==> src/rtl/rf_arb_pkg.sv <==
// Shared types and the round-robin grant function for the register-file write arbiter.
package rf_arb_pkg;

    typedef enum logic {
        ARB   = 1'b0,
        CLEAR = 1'b1
    } state_t;

    localparam int MAX_REQ = 8;

    // One-hot grant on the first valid requester found from ptr upward, modulo nreq.
    function automatic logic [MAX_REQ-1:0] rr_grant(input logic [MAX_REQ-1:0] valid,
                                                    input int unsigned        ptr,
                                                    input int unsigned        nreq);
        logic [MAX_REQ-1:0] g;
        logic               found;
        int unsigned        idx;
        g     = '0;
        found = 1'b0;
        for (int unsigned k = 0; k < MAX_REQ; k++) begin
            if (k < nreq) begin
                idx = (ptr + k) % nreq;
                if (!found && valid[idx[2:0]]) begin
                    g[idx[2:0]] = 1'b1;
                    found       = 1'b1;
                end
            end
        end
        return g;
    endfunction

endpackage

==> src/rtl/rr_arbiter.sv <==
// Round-robin arbiter: combinational one-hot grant plus the rotating priority pointer.
module rr_arbiter
    import rf_arb_pkg::*;
#(
    parameter  int NREQ = 4,
    localparam int IW   = $clog2(NREQ)
) (
    input  logic            clk,
    input  logic            rst_n,
    input  logic [NREQ-1:0] valid,
    input  logic            enable,
    input  logic            update,
    output logic [NREQ-1:0] grant,
    output logic [IW-1:0]   idx
);

    logic [IW-1:0]      rr_ptr;
    logic [MAX_REQ-1:0] valid_ext;
    logic [MAX_REQ-1:0] grant_ext;

    always_comb begin
        valid_ext             = '0;
        valid_ext[NREQ-1:0]   = valid;
        grant_ext             = rr_grant(valid_ext, 32'(rr_ptr), NREQ);
        grant                 = enable ? grant_ext[NREQ-1:0] : '0;
    end

    always_comb begin
        idx = '0;
        for (int i = 0; i < NREQ; i++) begin
            if (grant[i]) idx = IW'(i);
        end
    end

    always_ff @(posedge clk or negedge rst_n) begin
        if (!rst_n) begin
            rr_ptr <= '0;
        end else if (update) begin
            rr_ptr <= (idx == IW'(NREQ - 1)) ? '0 : idx + 1'b1;
        end
    end

endmodule

==> src/rtl/rf_write_arbiter.sv <==
// Register-file write-port arbiter with a clear sequencer for addresses 1..2**AWL-1.
// Optional write statistics counter enabled by defining RF_ARB_STATS_EN.
//
// state | meaning
// ARB   | round-robin grants, one registered write per handshake
// CLEAR | sequencer writes zero to every writable address, requests stalled
module rf_write_arbiter
    import rf_arb_pkg::*;
#(
    parameter int NREQ = 4,
    parameter int AWL  = 5,
    parameter int DWL  = 32
) (
    input  logic                clk,
    input  logic                rst_n,
    input  logic [NREQ-1:0]     req_valid,
    input  logic [NREQ*AWL-1:0] req_addr,
    input  logic [NREQ*DWL-1:0] req_data,
    output logic [NREQ-1:0]     req_ready,
    input  logic                clear_start,
    output logic                busy,
    output logic                clear_done,
    output logic                rf_wen,
    output logic [AWL-1:0]      rf_wa,
    output logic [DWL-1:0]      rf_wd
`ifdef RF_ARB_STATS_EN
   ,output logic [31:0]         wr_count
`endif
);

    localparam int            IW      = $clog2(NREQ);
    localparam logic [AWL-1:0] CNT_MAX = {AWL{1'b1}};

    state_t         state;
    state_t         state_next;
    logic [AWL-1:0] clr_cnt;
    logic           arb_en;
    logic           hs;
    logic [IW-1:0]  gnt_idx;
    logic [AWL-1:0] sel_addr;
    logic [DWL-1:0] sel_data;

    // rst_n gates the grant so req_ready is low for the whole reset interval.
    assign arb_en   = rst_n && (state == ARB) && !clear_start;
    assign hs       = |req_ready;
    assign sel_addr = req_addr[gnt_idx*AWL +: AWL];
    assign sel_data = req_data[gnt_idx*DWL +: DWL];
    assign busy     = (state == CLEAR);

    rr_arbiter #(.NREQ(NREQ)) u_rr (
        .clk    (clk),
        .rst_n  (rst_n),
        .valid  (req_valid),
        .enable (arb_en),
        .update (hs),
        .grant  (req_ready),
        .idx    (gnt_idx)
    );

    always_ff @(posedge clk or negedge rst_n) begin
        if (!rst_n) state <= ARB;
        else        state <= state_next;
    end

    always_comb begin
        state_next = state;
        case (state)
            ARB:     if (clear_start)        state_next = CLEAR;
            CLEAR:   if (clr_cnt == CNT_MAX) state_next = ARB;
            default:                         state_next = ARB;
        endcase
    end

    always_ff @(posedge clk or negedge rst_n) begin
        if (!rst_n) begin
            clr_cnt    <= '0;
            rf_wen     <= 1'b0;
            rf_wa      <= '0;
            rf_wd      <= '0;
            clear_done <= 1'b0;
        end else begin
            clear_done <= (state == CLEAR) && (clr_cnt == CNT_MAX);
            if (state == CLEAR) begin
                rf_wen  <= 1'b1;
                rf_wa   <= clr_cnt;
                rf_wd   <= '0;
                clr_cnt <= clr_cnt + 1'b1;
            end else begin
                if (clear_start) clr_cnt <= AWL'(1);
                // Register 0 is hardwired: the handshake completes but no write is issued.
                rf_wen <= hs && (sel_addr != '0);
                if (hs) begin
                    rf_wa <= sel_addr;
                    rf_wd <= sel_data;
                end
            end
        end
    end

`ifdef RF_ARB_STATS_EN
    always_ff @(posedge clk or negedge rst_n) begin
        if (!rst_n)                       wr_count <= '0;
        else if (hs && sel_addr != '0)    wr_count <= wr_count + 32'd1;
    end
`endif

endmodule

==> config.mk <==
export PLATFORM = sky130hd
export DESIGN_NAME = rf_write_arbiter
export DESIGN_NICKNAME = d
export VERILOG_FILES = /design/src/rtl/rf_arb_pkg.sv /design/src/rtl/rr_arbiter.sv /design/src/rtl/rf_write_arbiter.sv
export SDC_FILE = /design/constraint.sdc
export NUM_CORES = 1
export LEC_CHECK = 0
export ABC_AREA = 1
export CAP_MARGIN = 20
export CORE_ASPECT_RATIO = 2
export CORE_MARGIN = 2
export CORE_UTILIZATION = 39
export DETAILED_ROUTE_END_ITERATION = 16
export GPL_ROUTABILITY_DRIVEN = 0
export PLACE_DENSITY = 0.92
export SLEW_MARGIN = 10
export SYNTH_ARGS = -nofsm -noshare
export SYNTH_HDL_FRONTEND = slang
export SYNTH_SLANG_ARGS = --single-unit
==> constraint.sdc <==
create_clock -name clk -period 2.8 [get_ports clk]
set_input_delay 0.56 -clock clk [delete_from_list [all_inputs] [get_ports clk]]
set_output_delay 0.56 -clock clk [all_outputs]
set_load 0.005 [all_outputs]
==> summary.md <==
| Metric | Value |
|---|---|
| Rel. slew slack | 0.596 |
| Hold Buf Count CTS | 0 |
| HP Class | input port to async pin |
| Setup WS pre-CTS | -0.325 ns |
| RSZ-0062 raised after global routing | yes |
| Final setup vio count | 1 |
| CTS clk-pin slew, worst paths | 0.07 ns |
| Die Width | around 71 um |
| Row Count | between 40 and 50 |
| Num CTS Buffers | 5 |
| Critical Path Sink Type | primary output |
| CP arrival | between 2 and 2.5 ns |
| Tcrit/Tclk final | 1.00 |
| TritonCTS Sinks | 47 |
| Vias in the first global route | roughly 4500 |
| CTS tree | done |
| CP startpoint kind | register |
| Ys async rst share | 1.00 |
| Total track usage | 0.261 |
| P&R area growth vs syn | 73.5% |
| Largest area contributor in the netlist | dfrtp_1 |
| Avg Vias per Cell | between 5 and 6 |
| EDFF count, synth | 0 |
| Final Skew | roughly 0.011 ns |
| Sequential fraction of the synthesis area | 0.331 |
| Fin area | 6160 um2 |
| CORE AREA | around 9000 um2 |
| Final antenna-violating net count | 0 |
| Mapped Cells | 553 |
| Max cap viols | 0 |
| Residual DRC count | 0 |
| IO buf count | ~200 |
| Hpwl dp | between 10 and 15 mm |
| Final worst slack | -0.00634 ns |
| Cell area power density | approximately 530 nW/um2 |
| Peak supply drop | 0.000441 V |
| Drt first-iter violations | 180 |
| Pleak | just under 3 nW |
| Post-Syn Nets | 717 |
| Fin cells | 862 |
| Worst-Margin Slew | 0.606 ns |
| Largest net degree at the start of global routing | 58 |
| Fin. Hold Viols | 0 |
| #FFs+latches synth | 47 |
| Netlist cell types | 30 |
| Yosys warning count | 0 |
| First-pass DRT Iterations | 6 |
| Antenna violations before repair | 0 |
| Drt wl/cell | approximately 16 um |
| I/O pins | slightly below 200 |
| Crit Path Max Fanout | 11 |
| Top_reg_cell synth | dfrtp_1 |
| WS Path Type | register to primary output |
| Post-Route WL | around 14 mm |
| Post-layout nets | 923 |
| Starting Density | 0.397 |
| Most common cell in the synthesized netlist | nand2_1 |
| Via count | roughly 4600 |
| Mapped Area | 3550 um2 |
| First-pass GRT wire length | 20.8 mm |
| Max Fclk | roughly 360 MHz |
| Inst Count DP | 846 |
| Fin. max-slew vios | 0 |
| CTS max path bufs | 2 |
| Syn avg cell area | roughly 6.4 um2 |
| Die area | ~10000 um2 |
| Clk_lat worst skew | between 0.2 and 0.3 ns |
| Antenna cells | 0 |
| Die Y | around 140 um |
| Cell types occupying the most area after synthesis | dfrtp_1 (33%), nand2_1 (18%), o21ai_0 (13%), a21oi_1 (9.2%), inv_1 (6.3%) |
| GR Overflow Total | 0 |
| Yosys top cell area share | 0.331 |
| Commonest cells in the netlist | nand2_1 (172), o21ai_0 (92), a21oi_1 (65) |
| Req. time, crit path | between 2 and 2.5 ns |
| Failing checks | negative setup slack |
| Dpl cell area | roughly 5700 um2 |
| Fraction of layout cells with a size suffix above 1 | 0.105 |
| Min Tclk post-route | approximately 2.8 ns |
| CTS H-tree lvls | 2 |
| Clock root buffer | clkbuf_16 |
| Status | complete, but fails checks |
| Hold Slack | around 0.39 ns |
[sequential cells by signal, summed over array words and instances (netlist names)]
signal       flops
rf_wa            5
u_rr.rr_ptr      2
rf_wen           1
clr_cnt          5
rf_wd           32
clear_done       1
busy             1
[power by group]
group          total (mW)  internal, mW  switching [mW]  leakage [nW]
registers           0.902         0.804          0.0976         0.619
logic                1.69         0.838           0.855          2.24
clock network       0.690         0.444           0.246        0.0868
[cells by family (layout without fill, tap and decap cells)]
logic type / after synthesis / after routing / share of synthesized area
buf+inv: 100 / 307 / 0.119
compound gates: 172 / 172 / 0.249
simple gates: 224 / 224 / 0.266
flops: 47 / 47 / 0.331
fa+ha+maj: 9 / 9 / 0.0317
mux: 1 / 1 / 0.00282
[area by class of cell]
class / instances / area, um2
multi-input combinational: 406 / 2040
fill: 700 / 2790
clock inverter: 2 / 35.0
clock buffer: 6 / 139
sequential: 47 / 1180
inverter: 65 / 249
tap: 102 / 128
timing repair buffer: 234 / 2390
[placed cells by master (no fill, tap or decap), types with 2 or more instances in the layout]
| master | instances |
|---|---|
| o211ai_1 | 5 |
| nand2_2 | 12 |
| o21ai_1 | 8 |
| nand3_2 | 4 |
| o21ai_0 | 91 |
| nand2_4 | 3 |
| inv_2 | 5 |
| nand2_1 | 163 |
| inv_1 | 57 |
| dfrtp_1 | 47 |
| clkdlybuf4s50_1 | 190 |
| nand3_1 | 24 |
| dlymetal6s2s_1 | 3 |
| a22o_1 | 2 |
| clkbuf_16 | 10 |
| inv_4 | 2 |
| nor2_4 | 3 |
| buf_6 | 2 |
| buf_4 | 25 |
| buf_12 | 4 |
| nor2_1 | 7 |
| dlygate4sd2_1 | 4 |
| nand4_1 | 3 |
| a21oi_1 | 65 |
| ha_1 | 8 |
[per-stage QoR]
stage	setup TNS (ns)	util	total power, mW
CTS	0	0.666	3.18
finish	-0.00634	0.688	3.28
floorplan	0	-	1.67
global placement	-0.799	0.641	2.30
global route	-0.217	0.688	3.50
detailed placement	-5.64	0.641	2.37
[critical path, cell delays in order (launching register included)]
cell and delay [ns]:
dfrtp_1 0.40, buf_4 0.19, nand2_2 0.09, nand3_2 0.10, nand2_4 0.12, buf_4 0.13, nand3_1 0.09, nand2_1 0.09
inv_1 0.04, nand3_1 0.09, nand2_1 0.05, inv_1 0.07, clkdlybuf4s50_1 0.50
[path summary, 6_finish.rpt]
check / startpoint / cells past startpoint / end / slack [ns]
worst max-delay path: u_rr.rr_ptr[0]$_DFFE_PN0P_ / 12 / req_ready[1] / -0.006
worst min-delay path: rst_n / 2 / clr_cnt[3]$_DFFE_PN0P_ / 0.39
worst max register to register: u_rr.rr_ptr[0]$_DFFE_PN0P_ / 20 / rf_wen$_DFF_PN0_ / 0.11
worst min register to register: rf_wd[2]$_DFFE_PN0P_ / 2 / rf_wd[2]$_DFFE_PN0P_ / 0.48
max in group asynchronous: rst_n / 2 / rf_wd[23]$_DFFE_PN0P_ / 2.00
min in group clk: rf_wd[2]$_DFFE_PN0P_ / 2 / rf_wd[2]$_DFFE_PN0P_ / 0.48
[layer usage]
| metal | share of wire | GRT usage | vias up |
|---|---|---|---|
| li1 | - | - | 2201 |
| met3 | 0.051 | 0.0313 | 67 |
| met2 | 0.53 | 0.460 | 223 |
| met4 | 0.061 | 0.164 | 0 |
| met5 | 0 | 0 | - |
| met1 | 0.36 | 0.286 | 2122 |
[what timing repair did]
| item | CTS | global route |
|---|---|---|
| setup buffers | 0 | 3 |
| gates resized for setup | 19 | 15 |
| pin swaps | 0 | 3 |
| gates cloned | 0 | 5 |
| endpoints found under the hold margin | 0 | 0 |
| endpoints found under the setup margin | 5 | 6 |
No activity file was read; power rests on OpenSTA's default activity.
